**src/rtl/comp_sd_decimator.sv**
```systemverilog
// rtl/comp_sd_decimator.sv - first-order sigma-delta loop closer and ones-count decimator
module comp_sd_decimator #(
    parameter int OSR_LOG2    = 8,
    parameter int SYNC_STAGES = 2,
    parameter int OUT_W       = OSR_LOG2 + 1
) (
    input  logic             clk,
    input  logic             rst,
    input  logic             comp_in,
    input  logic             enable,
    output logic             fb_out,
    output logic [OUT_W-1:0] sample_data,
    output logic             sample_valid,
    input  logic             sample_ready,
    output logic             overrun,
    output logic             busy
);
    localparam int PW = $clog2(SYNC_STAGES + 1);

    typedef enum logic [1:0] {IDLE, PRIME, RUN} state_t;

    state_t               state_q, state_d;
    logic [SYNC_STAGES-1:0] sync_q, sync_d;
    logic [PW-1:0]        pcnt_q, pcnt_d;
    logic [OSR_LOG2-1:0]  wcnt_q, wcnt_d;
    logic [OUT_W-1:0]     acc_q, acc_d;
    logic                 fb_q, fb_d;
    logic [OUT_W-1:0]     data_q, data_d;
    logic                 valid_q, valid_d;
    logic                 overrun_q, overrun_d;
    logic                 busy_q, busy_d;

    logic                 comp_sync;
    logic [OUT_W-1:0]     comp_ext;
    logic [OUT_W-1:0]     result;
    logic                 win_end;

    // Only the last synchroniser stage may feed the loop.
    assign comp_sync = sync_q[SYNC_STAGES-1];
    assign comp_ext  = {{(OUT_W-1){1'b0}}, comp_sync};
    assign result    = acc_q + comp_ext;

    always_comb begin
        sync_d    = {sync_q[SYNC_STAGES-2:0], comp_in};
        state_d   = state_q;
        pcnt_d    = pcnt_q;
        wcnt_d    = wcnt_q;
        acc_d     = acc_q;
        fb_d      = 1'b0;
        data_d    = data_q;
        valid_d   = valid_q;
        overrun_d = overrun_q;
        win_end   = 1'b0;

        case (state_q)
            IDLE: begin
                pcnt_d = '0;
                wcnt_d = '0;
                acc_d  = '0;
                if (enable) begin
                    state_d   = PRIME;
                    overrun_d = 1'b0;
                end
            end
            PRIME: begin
                if (!enable) begin
                    state_d = IDLE;
                    pcnt_d  = '0;
                end else if (pcnt_q == PW'(SYNC_STAGES)) begin
                    state_d = RUN;
                    pcnt_d  = '0;
                end else begin
                    pcnt_d = pcnt_q + PW'(1);
                end
            end
            RUN: begin
                if (!enable) begin
                    state_d = IDLE;
                    wcnt_d  = '0;
                    acc_d   = '0;
                end else begin
                    fb_d   = comp_sync;
                    wcnt_d = wcnt_q + OSR_LOG2'(1);
                    if (wcnt_q == {OSR_LOG2{1'b1}}) begin
                        win_end = 1'b1;
                        acc_d   = '0;
                    end else begin
                        acc_d = result;
                    end
                end
            end
            default: state_d = IDLE;
        endcase

        // Single-entry holding register; a result that finds it full is dropped.
        if (win_end) begin
            if (!valid_q || sample_ready) begin
                data_d  = result;
                valid_d = 1'b1;
            end else begin
                overrun_d = 1'b1;
            end
        end else if (valid_q && sample_ready) begin
            valid_d = 1'b0;
        end

        busy_d = (state_d != IDLE);
    end

    always_ff @(posedge clk or posedge rst) begin
        if (rst) begin
            state_q   <= IDLE;
            sync_q    <= '0;
            pcnt_q    <= '0;
            wcnt_q    <= '0;
            acc_q     <= '0;
            fb_q      <= 1'b0;
            data_q    <= '0;
            valid_q   <= 1'b0;
            overrun_q <= 1'b0;
            busy_q    <= 1'b0;
        end else begin
            state_q   <= state_d;
            sync_q    <= sync_d;
            pcnt_q    <= pcnt_d;
            wcnt_q    <= wcnt_d;
            acc_q     <= acc_d;
            fb_q      <= fb_d;
            data_q    <= data_d;
            valid_q   <= valid_d;
            overrun_q <= overrun_d;
            busy_q    <= busy_d;
        end
    end

    assign fb_out       = fb_q;
    assign sample_data  = data_q;
    assign sample_valid = valid_q;
    assign overrun      = overrun_q;
    assign busy         = busy_q;
endmodule

```
**config.mk**
```make
export PLATFORM = sky130hd
export DESIGN_NAME = comp_sd_decimator
export DESIGN_NICKNAME = d
export VERILOG_FILES = /design/src/rtl/comp_sd_decimator.sv
export SDC_FILE = /design/constraint.sdc
export NUM_CORES = 1
export LEC_CHECK = 0
export ABC_AREA = 1
export CORE_AREA = 5 5 73 75
export CTS_CLUSTER_SIZE = 14
export DETAILED_ROUTE_END_ITERATION = 10
export DIE_AREA = 0 0 78 80
export PLACE_DENSITY = 0.59
export SLEW_MARGIN = 20
export SYNTH_ARGS = -nofsm -noshare
export SYNTH_HDL_FRONTEND = slang
export SYNTH_SLANG_ARGS = --single-unit
export TNS_END_PERCENT = 50
```
**constraint.sdc**
```tcl
create_clock -name clk -period 1.65 [get_ports clk]
set_input_delay 0.2475 -clock clk [delete_from_list [all_inputs] [get_ports clk]]
set_output_delay 0.2475 -clock clk [all_outputs]
set_load 0.02 [all_outputs]
```
Word-level counts from Yosys, hierarchy flattened
Cells that the tools add are included.
{"block": "totals", "register_bits": 36, "in_bits": 5, "out_inout_bits": 13, "elab_cells": 53}
{"block": "op_classes", "add_sub_neg": 3, "eq_ne": 5, "n_mux": 25, "reduce_logical": 10}
{"operator": "two-way mux 9 bit", "n": 2}
{"operator": "one-hot mux 9 bit (2 select lines)", "n": 1}
{"operator": "one-hot mux 8 bit (2 select lines)", "n": 1}
{"operator": "two-way mux 1 bit", "n": 12}
{"operator": "two-way mux 2 bit", "n": 6}
{"operator": "adder 9 x 1 -> 9 bit", "n": 1}
{"operator": "adder 8 x 1 -> 8 bit (second input constant)", "n": 1}
{"operator": "equality test 8 bit (second input constant)", "n": 1}
{"operator": "two-way mux 8 bit", "n": 1}
{"operator": "nonzero test 2 bit", "n": 4}
{"operator": "one-hot mux 2 bit (3 select lines)", "n": 1}
{"operator": "equality test 2 bit (second input constant)", "n": 2}
{"operator": "one-hot mux 2 bit (2 select lines)", "n": 1}
{"operator": "AND reduction 2 bit", "n": 2}
{"operator": "adder 2 x 1 -> 2 bit (second input constant)", "n": 1}
{"operator": "equality test 2 x 1 -> 1 bit (second input constant)", "n": 1}
{"operator": "zero test 2 bit", "n": 1}
{"operator": "inequality test 2 x 1 -> 1 bit (second input constant)", "n": 1}
{"operator": "logical AND 1 bit", "n": 1}
{"operator": "zero test 1 bit", "n": 1}
{"operator": "logical OR 1 bit", "n": 1}

Depth between registers and ports, before layout
Gate-level depths: netlist of the first run.
{"block": "logic_depth", "ltp_word": 6, "ltp_mapped": 9, "depth_no_buf": 9}

Worst setup path after synthesis of the first run
OpenSTA, ideal clock, no wires.
{"block": "synth_timing", "path_kind": "register -> register", "from": "register wcnt_q[0]", "to": "register acc_q[1]", "setup_time_ns": 0.083, "t_arrival_ns": 1.190, "t_required_ns": 1.567, "setup_slack_ns": 0.378, "stages_incl_launch_ff": 7, "path_buffers": 0, "period_less_slack_ns": 1.272, "path_cell_list": "dfrtp_1 > ha_1 > nand2_1 > nor2_4 > a21oi_2 > nand2_1 > o21ai_0"}
{"block": "synth_between", "elab_chain_cells": 4}
{"element": "start: declaration", "line": "25", "source": "logic [OSR_LOG2-1:0] wcnt_q, wcnt_d;"}
{"element": "start signal: assignment", "line": "126", "source": "wcnt_q <= wcnt_d;"}
{"element": "equality test 8 bit", "line": "84", "source": "if (wcnt_q == {OSR_LOG2{1'b1}}) begin"}
{"element": "two-way mux 9 bit", "line": "84"}
{"element": "two-way mux 9 bit", "line": "77", "source": "if (!enable) begin"}
{"element": "one-hot mux 9 bit (2 select lines)", "line": "55", "source": "case (state_q)"}
{"element": "end signal: assignment", "line": "116", "source": "acc_q <= '0;"}
{"element": "end signal: assignment", "line": "127", "source": "acc_q <= acc_d;"}
{"element": "end: declaration", "line": "26", "source": "logic [OUT_W-1:0] acc_q, acc_d;"}
No other way between the ends.
A chain may end at the register's enable or synchronous reset.

Final worst setup path of the first run
{"block": "layout_timing", "from": "register overrun_q, in the netlist overrun", "to": "output overrun"}
{"element": "start: declaration", "line": "30", "source": "logic overrun_q, overrun_d;"}
{"element": "start signal: assignment", "line": "131", "source": "overrun_q <= overrun_d;"}
{"element": "end: declaration", "line": "15", "source": "output logic overrun,"}
No word-level cell between the ends.

==> impl_metrics.tcl, run 1 <==
set metrics [dict create \
    clk_latency_ns 0.28 \
    fillers 463 \
    clockBufferDepth 2 \
    cpLargestDelayFamily "buffers and inverters" \
    cts_root_buf "clkbuf_8" \
    port_buffers 17 \
    fin_skew_ns 0.00488 \
    post-cts-setup-buffers 0 \
    io_pins 18 \
    antenna_cells 0 \
    wl_per_cell_um 11.8 \
    synth.distinct_cells 23 \
    dpl_cell_area_mm2 0.00202 \
    yosys_warnings 0 \
    synth_common_cells "94 x nand2_1, 36 x dfrtp_1, 18 x inv_1" \
    cp_cell_sequence "clkdlybuf4s50_1" \
    cts_tree "built" \
    max_stage_delay_ns 0.61 \
    drt_iter0_markers 99 \
    vdd_drop_max_mv 0.460 \
    via_per_inst 4.66 \
    crit_end "overrun" \
    final_antenna_net_count 0 \
    relSlewSlack_pct 83.8 \
    place_hpwl_um 2370 \
    coreArea_mm2 0.00460 \
    fmax_ghz 0.666 \
    r2r-end "sample_data[1]$_DFFE_PP0P_" \
    rows 25 \
    cp_max_fo 2 \
    overflow 0 \
    synth_top_area_share_pct 51.4 \
    cts_resized 0 \
    gp_congestion 0.796 \
    antenna_found_initial 0 \
    grt_max_degree 37 \
    initial_core_util_pct 38.1 \
    start_kind "register" \
    status "completed" \
    synth-seq-cells 36 \
    setup_violations 0 \
    startpoint "overrun$_DFF_PP0_" \
    hold_buffers 0 \
    worstMarginPinSlew_ns 0.242 \
    syn-cell-area_mm2 0.00175 \
    first_pass_iters 4 \
    critPathBufInv 1 \
    drive_gt1_share_pct 8.47 \
    htreeDepth 2 \
    hold_viol 0 \
    p_per_area_mw_per_mm2 787 \
    track_usage_pct 13.2 \
    dieArea_mm2 0.00624 \
    die_h_um 80 \
    synth.avg_cell_area_um2 8.35 \
    syn_inst 210 \
    rrSetupSlack_ns 0.26 \
    vias 1350 \
    grt_pass1_vias 1367 \
    cts.sink_count 36 \
    grt_pass1_wl_um 6420 \
    area_growth_pct 19.6 \
    endpoint_kind "output port" \
    rr_worst_depth 7 \
    synth_nets 219 \
    synthTopCellsByArea "dfrtp_1 51%, nand2_1 20%, o21ai_0 4.3%" \
    clk_pin_slew_ns 0.06 \
    synth-seq-area-share_pct 51.4 \
    synth.most_common_cell "nand2_1" \
    crit_type "reg2out" \
    cp.required_ns 1.40 \
    async_flop_share_pct 100 \
    maxCapViolations 0 \
    cp.arrival_ns 1.25 \
    drc 0 \
    power_leakage_nw 1.05 \
    cp_num_cells 1 \
    hp-class "in2async" \
    period_needed_ns 1.50 \
    fin_setup_tns_ns 0 \
    die_w_um 78 \
    nets 245 \
    r2r_start "wcnt_q[0]$_DFFE_PP0P_" \
    synth_ff_type "dfrtp_1" \
    drv_slew 0 \
    cts_buffers 5 \
    slowest_stage "clkdlybuf4s50_1" \
    routed_wl_um 3420 \
    fin_crit_sh_pct 91.0 \
    rsz0062_at_grt "no" \
    final_cell_area_mm2 0.00210 \
    synth_area_leader_cell "dfrtp_1" \
    synth-edff-count 0 \
]
==> cell type report <==
| class | count | area (um^2) | area share, % |
|---|---|---|---|
| Clock inverter | 1 | 5.00 | 0.239 |
| Timing Repair Buffer | 21 | 213 | 10.1 |
| Multi-Input combinational cell | 153 | 761 | 36.3 |
| Tap cell | 54 | 67.6 | 3.22 |
| Inverter | 19 | 76.3 | 3.64 |
| Sequential cell | 36 | 901 | 43.0 |
| Clock buffer | 6 | 72.6 | 3.46 |
==> report_power, final <==
group | switching (mW) | total [mW] | internal, mW
clock | 0.287 | 0.574 | 0.286
sequential | 0.0213 | 0.932 | 0.911
combinational | 0.0962 | 0.144 | 0.0476
==> per-layer routing <==
layer | vias up | routed length [um] | track usage (%)
li1 | 702 | - | -
met1 | 624 | 1690 | 17.0
met2 | 17 | 1510 | 20.0
met3 | 7 | 136 | 4.06
met4 | 0 | 88 | 6.59
met5 | - | 0 | 0
==> sequential cells by signal, summed over array words and instances (netlist names) <==
name,flops
sync_q,2
wcnt_q,8
sample_data,9
acc_q,9
busy,1
state_q,2
fb_out,1
overrun,1
sample_valid,1
pcnt_q,2
==> placed cells by master (no fill, tap or decap), types with 2 or more instances in the layout <==
| master | n |
|---|---|
| nand3_1 | 5 |
| nor2_8 | 2 |
| nor2_1 | 15 |
| buf_4 | 3 |
| nand2_1 | 94 |
| ha_1 | 4 |
| o21ai_0 | 15 |
| nor2_4 | 2 |
| clkbuf_8 | 5 |
| a21oi_1 | 4 |
| clkdlybuf4s50_1 | 17 |
| dfrtp_1 | 36 |
| nand3b_1 | 3 |
| inv_1 | 18 |
==> worst min-delay path by stage <==
| stage | start | endpoint | slack, ns | cells past startpoint |
|---|---|---|---|---|
| global placement | sync_q[0]$_DFF_PP0_ | sync_q[1]$_DFF_PP0_ | 0.33 | 0 |
| global route | rst | wcnt_q[0]$_DFFE_PP0P_ | 0.33 | 3 |
| CTS | rst | sample_data[8]$_DFFE_PP0P_ | 0.31 | 3 |
| finish | rst | wcnt_q[4]$_DFFE_PP0P_ | 0.31 | 3 |
| detailed placement | sync_q[0]$_DFF_PP0_ | sync_q[1]$_DFF_PP0_ | 0.34 | 0 |
| floorplan | comp_in | sync_q[0]$_DFF_PP0_ | 0.28 | 0 |
==> kinds of logic after synthesis <==
| kind of cell | after synthesis | synth area share, % |
|---|---|---|
| flops | 36 | 51.4 |
| compound gates | 23 | 7.21 |
| fa+ha+maj | 4 | 2.86 |
| xor+xnor | 1 | 0.500 |
| buf+inv | 21 | 5.21 |
| simple gates | 125 | 32.8 |
==> per-stage QoR <==
step / hold slack (ns) / instances / util (%) / setup slack [ns] / power [mW]
after global placement: 0.335 / 283 / 43.9 / 0.103 / 1.10
after floorplan: 0.279 / 210 / - / 0.378 / 1.05
after global routing: 0.330 / 290 / 45.6 / 0.0570 / 1.76
final: 0.314 / 290 / 45.6 / 0.149 / 1.65
after detailed placement: 0.337 / 283 / 43.9 / 0.103 / 1.10
after CTS: 0.314 / 290 / 45.6 / 0.126 / 1.69
No activity file was read; power rests on OpenSTA's default activity.
==> inputs of run 2 (changes only) <==
--- a/config.mk
+++ b/config.mk
@@ -10,6 +10,7 @@
 export CTS_CLUSTER_SIZE = 14
 export DETAILED_ROUTE_END_ITERATION = 10
 export DIE_AREA = 0 0 78 80
+export GPL_TIMING_DRIVEN = 0
 export PLACE_DENSITY = 0.59
 export SLEW_MARGIN = 20
 export SYNTH_ARGS = -nofsm -noshare
==> run 2 against run 1 <==
  * Combinational power increased by 9%
  * Sequential share of layout area fell by 0.15 points
  * Cell area up 0.36%
  * Global-route usage fell by 1.1 points
  * Hold slack got worse by 0.033 ns
  * Power is 0.64% higher
  * Count of clock-buffer cells in the layout stayed put
  * Critical path type unchanged
  * Critical endpoint is now sample_data[7]
==> impl_metrics.tcl, run 2 (synthesized netlist as in run 1, its figures left out) <==
set metrics [dict create \
    antenna_found_initial 0 \
    initial_core_util_pct 38.1 \
    via_per_inst 4.69 \
    cp_max_fo 2 \
    cts_tree "built" \
    fin_ws_ns 0.162 \
    drt_iter0_markers 94 \
    die_h_um 80 \
    drive_gt1_share_pct 8.09 \
    overflow 0 \
    place_ws_ns 0.00429 \
    stdcell_count 289 \
    status "completed" \
    cts_buffers 5 \
    hold_buffers 0 \
    cpLargestDelayFamily "buffers and inverters" \
    fin_crit_sh_pct 90.2 \
    wl_per_cell_um 11.8 \
    grt_pass1_wl_um 5890 \
    grt_max_degree 21 \
    fmax_ghz 0.672 \
    setup_violations 0 \
    cp.required_ns 1.40 \
    routed_wl_um 3400 \
    cts.sink_count 36 \
    coreArea_mm2 0.00460 \
    hold_viol 0 \
    grt_pass1_vias 1284 \
    drc 0 \
    htreeDepth 2 \
    p_per_area_mw_per_mm2 789 \
    place_inst 282 \
    fin_setup_tns_ns 0 \
    gp_congestion 0.793 \
    clockBufferDepth 2 \
    fin_util_pct 45.7 \
    cts_root_buf "clkbuf_8" \
    start_kind "register" \
    cp_cell_sequence "clkdlybuf4s50_1" \
    port_buffers 17 \
    maxCapViolations 0 \
    critPathBufInv 1 \
    endpoint_kind "output port" \
    final_cell_area_mm2 0.00210 \
    place_hpwl_um 2460 \
    worstMarginPinSlew_ns 0.479 \
    area_growth_pct 20.0 \
    vdd_drop_max_mv 0.618 \
    antenna_cells 0 \
    period_needed_ns 1.49 \
    r2r-end "acc_q[4]$_DFFE_PP0P_" \
    power_leakage_nw 1.05 \
    rows 25 \
    cp.arrival_ns 1.24 \
    fillers 434 \
    die_w_um 78 \
    dieArea_mm2 0.00624 \
    clk_latency_ns 0.28 \
    post-cts-setup-buffers 0 \
    fin_skew_ns 0.00614 \
    crit_type "reg2out" \
    dpl_cell_area_mm2 0.00202 \
    rsz0062_at_grt "no" \
    drv_slew 0 \
    final_common_cell "nand2_1" \
    clk_pin_slew_ns 0.07 \
    track_usage_pct 12.1 \
    relSlewSlack_pct 68.1 \
    final_antenna_net_count 0 \
    rr_worst_depth 6 \
    layout_common_cells "94 x nand2_1, 36 x dfrtp_1, 17 x inv_1, 17 x clkdlybuf4s50_1" \
    hp-class "in2async" \
    io_pins 18 \
    slowest_stage "clkdlybuf4s50_1" \
    max_stage_delay_ns 0.61 \
    first_pass_iters 4 \
    r2r_start "wcnt_q[0]$_DFFE_PP0P_" \
    rrSetupSlack_ns 0.24 \
    nets 244 \
    vias 1354 \
]
run 2: worst max-delay path by stage:
stage                               startpoint                          to  slack (ns)  cells after the start
floorplan                wcnt_q[0]$_DFFE_PP0P_        acc_q[1]$_DFFE_PP0P_        0.38                      6
global placement                           rst  sample_data[1]$_DFFE_PP0P_       -0.26                      2
detailed placement                      enable  sample_data[7]$_DFFE_PP0P_       0.004                      7
CTS                      wcnt_q[0]$_DFFE_PP0P_        acc_q[4]$_DFFE_PP0P_        0.11                      6
global route             wcnt_q[0]$_DFFE_PP0P_  sample_data[8]$_DFFE_PP0P_        0.07                      7
finish              sample_data[7]$_DFFE_PP0P_              sample_data[7]        0.16                      1
run 2: through the flow:
stage / hold WS, ns / total power, mW
after CTS: 0.289 / 1.69
after floorplan: 0.279 / 1.05
after global placement: 0.335 / 1.09
final: 0.281 / 1.66
after detailed placement: 0.336 / 1.11
after global routing: 0.302 / 1.76
run 2: power breakdown:
| part | internal (mW) | switching (mW) | total [mW] |
|---|---|---|---|
| sequential | 0.911 | 0.0183 | 0.929 |
| combinational | 0.0535 | 0.104 | 0.157 |
| clock | 0.287 | 0.287 | 0.574 |
run 2: final cells by class:
type	count	area (um^2)	area share (%)
timing repair buffer	18	198	9.40
inverter	19	76.3	3.63
sequential	36	901	42.8
multi-input combinational	153	768	36.5
clock inverter	1	5.00	0.238
buffer	2	15.0	0.714
clock buffer	6	72.6	3.45
tap	54	67.6	3.21
run 2: timing repair:
action / 4_1_cts / 5_1_grt
resized for setup: 0 / 1
endpoints found under the setup margin: 0 / 3
endpoints found under the hold margin: 0 / 0
run 2: worst register-to-register path: cells and delay by family (launching register included):
family / cells / cell delay (ns)
AOI/OAI and AO/OA: 2 / 0.39
adders and majority gates: 1 / 0.22
DFF: 1 / 0.42
and+or+nand+nor: 3 / 0.32
run 2: per-layer routing:
metal	up-vias	GRT usage (%)	routed length (um)
met5	-	0	0
met4	0	6.93	75
met3	6	2.71	101
met2	21	18.3	1550
met1	618	16.0	1680
li1	709	-	-
==> inputs of run 3 (changes only) <==
--- a/config.mk
+++ b/config.mk
@@ -6,10 +6,10 @@
 export NUM_CORES = 1
 export LEC_CHECK = 0
 export ABC_AREA = 1
-export CORE_AREA = 5 5 73 75
+export CORE_AREA = 2 2 70 72
 export CTS_CLUSTER_SIZE = 14
 export DETAILED_ROUTE_END_ITERATION = 10
-export DIE_AREA = 0 0 78 80
+export DIE_AREA = 0 0 72 74
 export GPL_TIMING_DRIVEN = 0
 export PLACE_DENSITY = 0.59
 export SLEW_MARGIN = 20
==> run 3 against run 2 <==
  * Global-route usage increased by 2.3 points
  * Critical path type unchanged
  * First-iteration DRC count is 33% lower
  * Combinational power hardly changed
==> impl_metrics.tcl, run 3 (synthesized netlist as in run 1, its figures left out) <==
set metrics [dict create \
    status "completed" \
    initial_core_util_pct 38.1 \
    relSlewSlack_pct 67.6 \
    dpl_cell_area_mm2 0.00202 \
    power_leakage_nw 1.06 \
    hp-class "in2async" \
    clockBufferDepth 2 \
    final_cell_area_mm2 0.00212 \
    place_inst 282 \
    routed_wl_um 3370 \
    area_growth_pct 21.1 \
    cts.sink_count 36 \
    hold_viol 0 \
    rsz0062_at_grt "no" \
    htreeDepth 2 \
    setup_violations 0 \
    cp.required_ns 1.40 \
    crit_type "reg2out" \
    rrSetupSlack_ns 0.21 \
    clk_pin_slew_ns 0.07 \
    cpLargestDelayFamily "buffers and inverters" \
    fin_skew_ns 0.00472 \
    io_pins 18 \
    start_kind "register" \
    drv_slew 0 \
    via_per_inst 4.64 \
    rows 25 \
    critPathBufInv 1 \
    antenna_cells 0 \
    final_common_cell "nand2_1" \
    fmax_ghz 0.670 \
    cts_buffers 5 \
    cp.arrival_ns 1.25 \
    port_buffers 17 \
    grt_pass1_vias 1271 \
    endpoint_kind "output port" \
    grt_max_degree 23 \
    fillers 452 \
    stdcell_count 289 \
    drc 0 \
    slowest_stage "clkdlybuf4s50_1" \
    cts_root_buf "clkbuf_8" \
    final_antenna_net_count 0 \
    die_w_um 72 \
    fin_ws_ns 0.157 \
    hold_buffers 0 \
    drive_gt1_share_pct 8.51 \
    worstMarginPinSlew_ns 0.485 \
    period_needed_ns 1.49 \
    overflow 0 \
    cts_tree "built" \
    p_total_mw 1.76 \
    maxCapViolations 0 \
    nets 244 \
    vias 1342 \
    vdd_drop_max_mv 0.299 \
    gp_congestion 0.804 \
    place_ws_ns -0.00184 \
    clk_latency_ns 0.29 \
    coreArea_mm2 0.00460 \
    grt_pass1_wl_um 5810 \
    place_hpwl_um 2400 \
    cp_cell_sequence "clkdlybuf4s50_1" \
    dieArea_mm2 0.00533 \
    antenna_found_initial 0 \
    layout_common_cells "94 x nand2_1, 36 x dfrtp_1, 17 x inv_1, 17 x clkdlybuf4s50_1" \
    cp_max_fo 2 \
    die_h_um 74 \
    max_stage_delay_ns 0.60 \
    wl_per_cell_um 11.6 \
    p_per_area_mw_per_mm2 832 \
    fin_crit_sh_pct 90.5 \
    track_usage_pct 14.5 \
    first_pass_iters 4 \
    drt_iter0_markers 63 \
]
[run 3: final cells by class]
cell class	count	area, um^2	area share [%]
Clock buffer	7	96.3	4.54
Buffer	2	15.0	0.708
Timing Repair Buffer	18	198	9.32
Tap cell	54	67.6	3.18
Sequential cell	36	901	42.5
Multi-Input combinational cell	153	768	36.2
Inverter	19	76.3	3.60
[run 3: repair_timing]
item / in CTS / in global routing
buffers inserted: 0 / 0
setup endpoints to repair: 0 / 2
resized for setup: 0 / 1
[run 3: final timing paths]
path                                             from                    endpoint  cells after the start
setup / recovery           sample_data[5]$_DFFE_PP0P_              sample_data[5]                      1
max in group asynchronous                         rst        acc_q[2]$_DFFE_PP0P_                      3
min in group clk                  sync_q[0]$_DFF_PP0_         sync_q[1]$_DFF_PP0_                      0
hold reg to reg                   sync_q[0]$_DFF_PP0_         sync_q[1]$_DFF_PP0_                      0
hold / removal                                    rst  sample_data[8]$_DFFE_PP0P_                      2
setup reg to reg                wcnt_q[0]$_DFFE_PP0P_  sample_data[0]$_DFFE_PP0P_                      7
[run 3: power by group]
part / total (mW) / internal [mW] / switching, mW
combinational: 0.155 / 0.0536 / 0.102
sequential: 0.929 / 0.910 / 0.0190
clock: 0.680 / 0.372 / 0.308
total: 1.76 / 1.34 / 0.429
[run 3: stage by stage]
| stage | hold WS (ns) | setup TNS [ns] | utilization, % |
|---|---|---|---|
| floorplan | 0.279 | 0 | - |
| global placement | 0.331 | -9.26 | 43.3 |
| detailed placement | 0.336 | -0.00184 | 43.9 |
| CTS | 0.258 | 0 | 46.0 |
| global route | 0.291 | 0 | 46.1 |
| finish | 0.245 | 0 | 46.1 |
[run 3: per-layer routing]
| metal | up-vias | track usage, % | wire length (um) |
|---|---|---|---|
| met2 | 25 | 22.1 | 1460 |
| met1 | 607 | 19.2 | 1710 |
| met3 | 7 | 3.12 | 115 |
| li1 | 703 | - | - |
| met5 | - | 0 | 0 |
| met4 | 0 | 8.18 | 77 |
==> edit 1: new RTL, settings of run 2 <==
The parameter `SYNC_STAGES` goes from 2 to 4.
--- a/src/rtl/comp_sd_decimator.sv
+++ b/src/rtl/comp_sd_decimator.sv
@@ -3,3 +3,3 @@
     parameter int OSR_LOG2    = 8,
-    parameter int SYNC_STAGES = 2,
+    parameter int SYNC_STAGES = 4,
     parameter int OUT_W       = OSR_LOG2 + 1
Behaviour: not the same (a bounded check fails within 10 cycles, from zero or initial values and one cycle with rst high).
==> edit 1 against run 2 <==
Final area is 5.4% higher; worst setup slack got worse by 19 ps; sequential cell count rose by 3; maximum frequency decreased by 1.3%; critical path type unchanged; area after synthesis grew 5.1%; wire length up 0.44%; global-route usage grew 0.31 points; sequential share of layout area up 1.2 points.
Power is not compared: it rests on default switching activity, and its combinational part moved more than twofold at a synthesized area within 25%.
==> edit 1: results (changes against run 2) <==
- Async S/R FF share, synth: 1.000 (unchanged)
- Syn. warnings: 0 (unchanged)
- CTS Buffer Depth: 2 (unchanged)
- Final setup viols: 0 (unchanged)
- Largest net degree at the start of global routing: 25 (+19%)
- VDD IR max: 0.4532 mV
- Post-DP Area: 2100 µm² (+4.0%)
- Top post-synthesis cells by area: dfrtp_1, nand2_1, inv_1
- Final net count: 252 (+3.3%)
- Detail Route met2 WL: 1.643 mm (+6.1%)
- Dpl cells: 289 (+2.5%)
- Syn_nets: 227 (+3.7%)
- Met1 usage in global routing: 0.1586 (-0.001536)
- Max layer used: met4
- DRT Pass-1 Iters: 4 (unchanged)
- Slowest CP cell: clkdlybuf4s50_1
- Gpl congestion: 0.8272 (+4.3%)
- Clock skew: 5.671 ps (-0.4684 ps)
- Power Internal: 1.478 mW
- Met2 Track Usage GR: 0.2003 (+0.01753)
- Ys flop type: dfrtp_1
- Global-route wire length before repair: 6.113 mm (+3.8%)
- Post-CTS Setup Bufs: 0 (unchanged)
- Iter 0 DRT Violations: 77 (-18%)
- Metal3 WL: 132 µm (+31%)
- Post-cts gate resize count: 0 (unchanged)
- Outcome: completed
- Fill cell count: 454 (+4.6%)
- Tot GR Track Use: 0.1245 (+0.003072)
- Avg Synthesized Cell Area: 8.487 µm² (+1.7%)
- Metal-1 WL: 1.606 mm (-4.3%)
- Crit path max-delay family: buffers and inverters
- Post-DRT Antenna Nets: 0 (unchanged)
- Detailed placement HPWL: 2.513 mm (+2.2%)
- Share of cells above drive strength 1: 0.1029 (+0.02203)
- Number of port buffers: 17 (unchanged)
- Number of antenna diodes: 0 (unchanged)
- H-tree depth: 2 (unchanged)
- Clock-pin slew on the worst setup and hold paths: 80 ps
- Hold Crit Class: in -> async
- Initial antenna violation count: 0 (unchanged)
- Max incr delay on CP: 610 ps (about the same)
- Root Buffer: clkbuf_8
- Worst slew pin tran: 368.2 ps (-110.9 ps)
- Worst skew pair latency: 290 ps
- Wire per inst: 11.51 µm (-2.3%)
- Seq/Total Area, Yosys: 0.5299 (+0.01597)
- Leakage: 1.120 nW
- Cts bufs inserted: 5 (unchanged)
- Most instantiated cells after synthesis: nand2_1, dfrtp_1, inv_1
- Final cell count without fillers: 297 (+2.8%)
- GRT met3 Usage: 0.03273 (+0.005643)
- CP max FO: 2 (unchanged)
- Crit path DAT: 1260 ps (+20 ps)
- Sequential Area: 975.9 µm² (+8.3%)
- Worst slack at placement: 32.69 ps (+28.40 ps)
- Yosys cell types: 26 (+13%)
- Number of global-route vias before repair: 1335 (+4.0%)
- Via count: 1376 (+1.6%)
edit 1: final cells by class:
type | count | area share
Sequential cell | 39 | 0.4402
Multi-Input combinational cell | 151 | 0.3431
Tap cell | 54 | 0.03047
Buffer | 1 | 0.002257
Clock inverter | 2 | 0.01580
Inverter | 26 | 0.04515
Clock buffer | 6 | 0.03725
Timing Repair Buffer | 18 | 0.08578
edit 1: kinds of logic (layout without fill, tap and decap cells):
| logic type | after synthesis | in the layout | share of synthesized area |
|---|---|---|---|
| xor gates and xnor gates | 1 | 1 | 0.004756 |
| adders and majority gates | 5 | 5 | 0.03397 |
| buffers and inverters | 27 | 53 | 0.05706 |
| and+or+nand+nor | 124 | 124 | 0.3071 |
| AOI/OAI and AO/OA | 21 | 21 | 0.06726 |
| DFF | 39 | 39 | 0.5299 |
edit 1: power by group through the flow:
| stage | logic, mW | clock network (mW) | registers, mW |
|---|---|---|---|
| after floorplan | 0.0349 | 0 | 0.990 |
| after global placement | 0.0623 | 0 | 0.990 |
| after detailed placement | 0.0692 | 0 | 0.990 |
| after CTS | 0.0693 | 0.850 | 0.971 |
| after global routing | 0.0768 | 0.892 | 0.972 |
| final | 0.0662 | 0.816 | 0.971 |
edit 1: path summary, 6_finish.rpt:
path	to	from	cells past startpoint	slack, ps
setup / recovery	overrun	overrun$_DFF_PP0_	1	140
hold / removal	acc_q[6]$_DFFE_PP0P_	rst	2	240
setup reg to reg	sample_data[8]$_DFFE_PP0P_	sync_q[3]$_DFF_PP0_	9	160
hold reg to reg	sync_q[1]$_DFF_PP0_	sync_q[0]$_DFF_PP0_	0	350
max in group asynchronous	pcnt_q[0]$_DFFE_PP0P_	rst	3	960
min in group clk	sync_q[1]$_DFF_PP0_	sync_q[0]$_DFF_PP0_	0	350
==> edit 2: new RTL, flow settings as in run 2 <==
Without the edit above. `data_q` no longer has a reset.
--- a/src/rtl/comp_sd_decimator.sv
+++ b/src/rtl/comp_sd_decimator.sv
@@ -117,3 +117,2 @@
             fb_q      <= 1'b0;
-            data_q    <= '0;
             valid_q   <= 1'b0;
@@ -128,3 +127,2 @@
             fb_q      <= fb_d;
-            data_q    <= data_d;
             valid_q   <= valid_d;
@@ -133,2 +131,6 @@
         end
+    end
+
+    always_ff @(posedge clk) begin
+        data_q <= data_d;
     end
Behaviour: no difference found for any inputs over 10 cycles, from zero or initial values and one cycle with rst high; that may be too few to reach the edited logic, so the function may still have changed.
==> edit 2 against run 2 <==
Sequential cell count unchanged; wire length shrank 14%; final area shrank 3.0%; count of clock-buffer cells in the layout grew 1; largest power group unchanged; power increased by 4.0%; worst setup slack lost 60 ps; utilization fell by 1.4 points; area after synthesis down 4.6%.
==> edit 2: results (changes against run 2) <==
- Synth Area in XOR/XNOR: 0.02021 (+0.01521)
- R2r setup slk: 100 ps (-140 ps)
- Iter 0 DRT Violations: 80 (-15%)
- Seq/Total Area, Yosys: 0.5659 (+0.05195)
- CP max FO: 9 (+7)
- Drt total wl: 2.914 mm (-14%)
- Final net count: 217 (-11%)
- Number of global-route vias before repair: 1180 (-8.1%)
- Power Internal: 1.298 mW (+3.8%)
- EDFF count, synth: 9 (+9)
- Worst slew pin tran: 571.9 ps (+92.77 ps)
- Gpl congestion: 0.7462 (-5.9%)
- Crit path DAT: 1550 ps (+310 ps)
- Leakage: 0.9010 nW (-14%)
- Detailed placement HPWL: 2.078 mm (-16%)
- Top post-synthesis cells by area: dfrtp_1, edfxtp_1, nand2_1
- Tot GR Track Use: 0.1041 (-0.01738)
- Syn_nets: 190 (-13%)
- Largest net degree at the start of global routing: 28 (+33%)
- Synth Area in Adders: 0.02994 (+0.001389)
- Slowest CP cell: dfrtp_1
- Final cell count without fillers: 263 (-9.0%)
- Most instantiated cells after synthesis: nand2_1, dfrtp_1, inv_1, nor2_1, edfxtp_1
- Crit path capture: sample_data[0]$_DFFE_PP_
- Crit path max-delay family: simple AND/OR/NAND/NOR gates
- Main combinational cell family by area after synthesis: simple AND/OR/NAND/NOR gates
- Clock skew: 6.753 ps (+0.6133 ps)
- Outcome: completed
- Post-synthesis compound-gate area fraction: 0.06362 (-0.008469)
- Global-route wire length before repair: 5.133 mm (-13%)
- Dpl cells: 252 (-11%)
- Async S/R FF share, synth: 0.7500 (-0.2500)
- Critical path class: reg -> reg
- Yosys cell types: 26 (+13%)
- Via count: 1186 (-12%)
- Number of port buffers: 17 (unchanged)
- Avg Synthesized Cell Area: 9.235 µm² (+11%)
- Share of cells above drive strength 1: 0.1435 (+0.06269)
- Max incr delay on CP: 380 ps (-230 ps)
- VDD IR max: 0.3816 mV (-38%)
[edit 2: cell types whose count changed after synthesis, moves of 9 or more]
| cell | run 2 | this run |
|---|---|---|
| dfrtp_1 | 36 | 27 |
| nand2_1 | 94 | 63 |
| o21ai_0 | 15 | 5 |
| edfxtp_1 | 0 | 9 |
[edit 2: worst register-to-register path: cells and delay by family (launching register included)]
| kind | cells | cell delay (ps) |
|---|---|---|
| and+or+nand+nor | 4 | 520 |
| DFF | 1 | 380 |
| adders and majority gates | 1 | 200 |
| buffers and inverters | 1 | 150 |
[edit 2: layer usage]
| layer | global-route usage | routed length, µm |
|---|---|---|
| met1 | 0.1203 | 1371 |
| met2 | 0.1770 | 1362 |
| met3 | 0.03499 | 127 |
| met4 | 0.04054 | 52 |
| met5 | 0 | 0 |
[edit 2: worst min-delay path by stage]
| stage | start | endpoint | slack [ps] |
|---|---|---|---|
| 4_1_cts | sync_q[0]$_DFF_PP0_ | sync_q[1]$_DFF_PP0_ | 350 |
| 3_5_place_dp | sync_q[0]$_DFF_PP0_ | sync_q[1]$_DFF_PP0_ | 330 |
| 2_1_floorplan | comp_in | sync_q[0]$_DFF_PP0_ | 280 |
| 5_1_grt | sync_q[0]$_DFF_PP0_ | sync_q[1]$_DFF_PP0_ | 360 |
| 3_3_place_gp | sync_q[0]$_DFF_PP0_ | sync_q[1]$_DFF_PP0_ | 330 |
| 6_report | rst | fb_out$_DFF_PP0_ | 340 |
[edit 2: cell type report]
class,instances,area (µm²)
Buffer,2,16.27
Tap cell,54,67.56
Fill cell,458,2559
Clock buffer,7,76.32
Multi-Input combinational cell,122,639.4
Inverter,21,83.83
Sequential cell,36,945.9
Clock inverter,1,5.005
Timing Repair Buffer,20,205.2
[edit 2: metrics by stage]
step	TNS, ps	total power, mW	cell area (µm²)	setup WS, ps
2_1_floorplan	0	1.106	1683	98.14
3_3_place_gp	-1288	1.154	1921	-143.6
3_5_place_dp	-1421	1.156	1921	-158.4
4_1_cts	0	1.760	2037	22.14
5_1_grt	0	1.823	2039	4.237
6_report	0	1.727	2039	101.9
[edit 2: repair_timing]
action	in CTS	in global routing
hold buffers	0	0
buffers inserted	3	0
gates resized for setup	0	1
setup endpoints to repair	9	9
pin swaps	2	1
endpoints found under the hold margin	0	0
[edit 2: logic make-up (layout without fill, tap and decap cells)]
group,count (synthesis),in the layout
buffers and inverters,23,51
AO/OA/AOI/OAI,15,15
AND/OR/NAND/NOR,100,100
XOR/XNOR,3,3
flip-flops,36,36
adder cells (fa/ha/maj),4,4
[edit 2: power groups by stage]
stage	logic [mW]	registers (mW)	clock network [mW]
finish	0.178	0.956	0.593
global route	0.204	0.961	0.658
CTS	0.184	0.956	0.620
detailed placement	0.182	0.974	0
global placement	0.181	0.973	0
floorplan	0.133	0.973	0
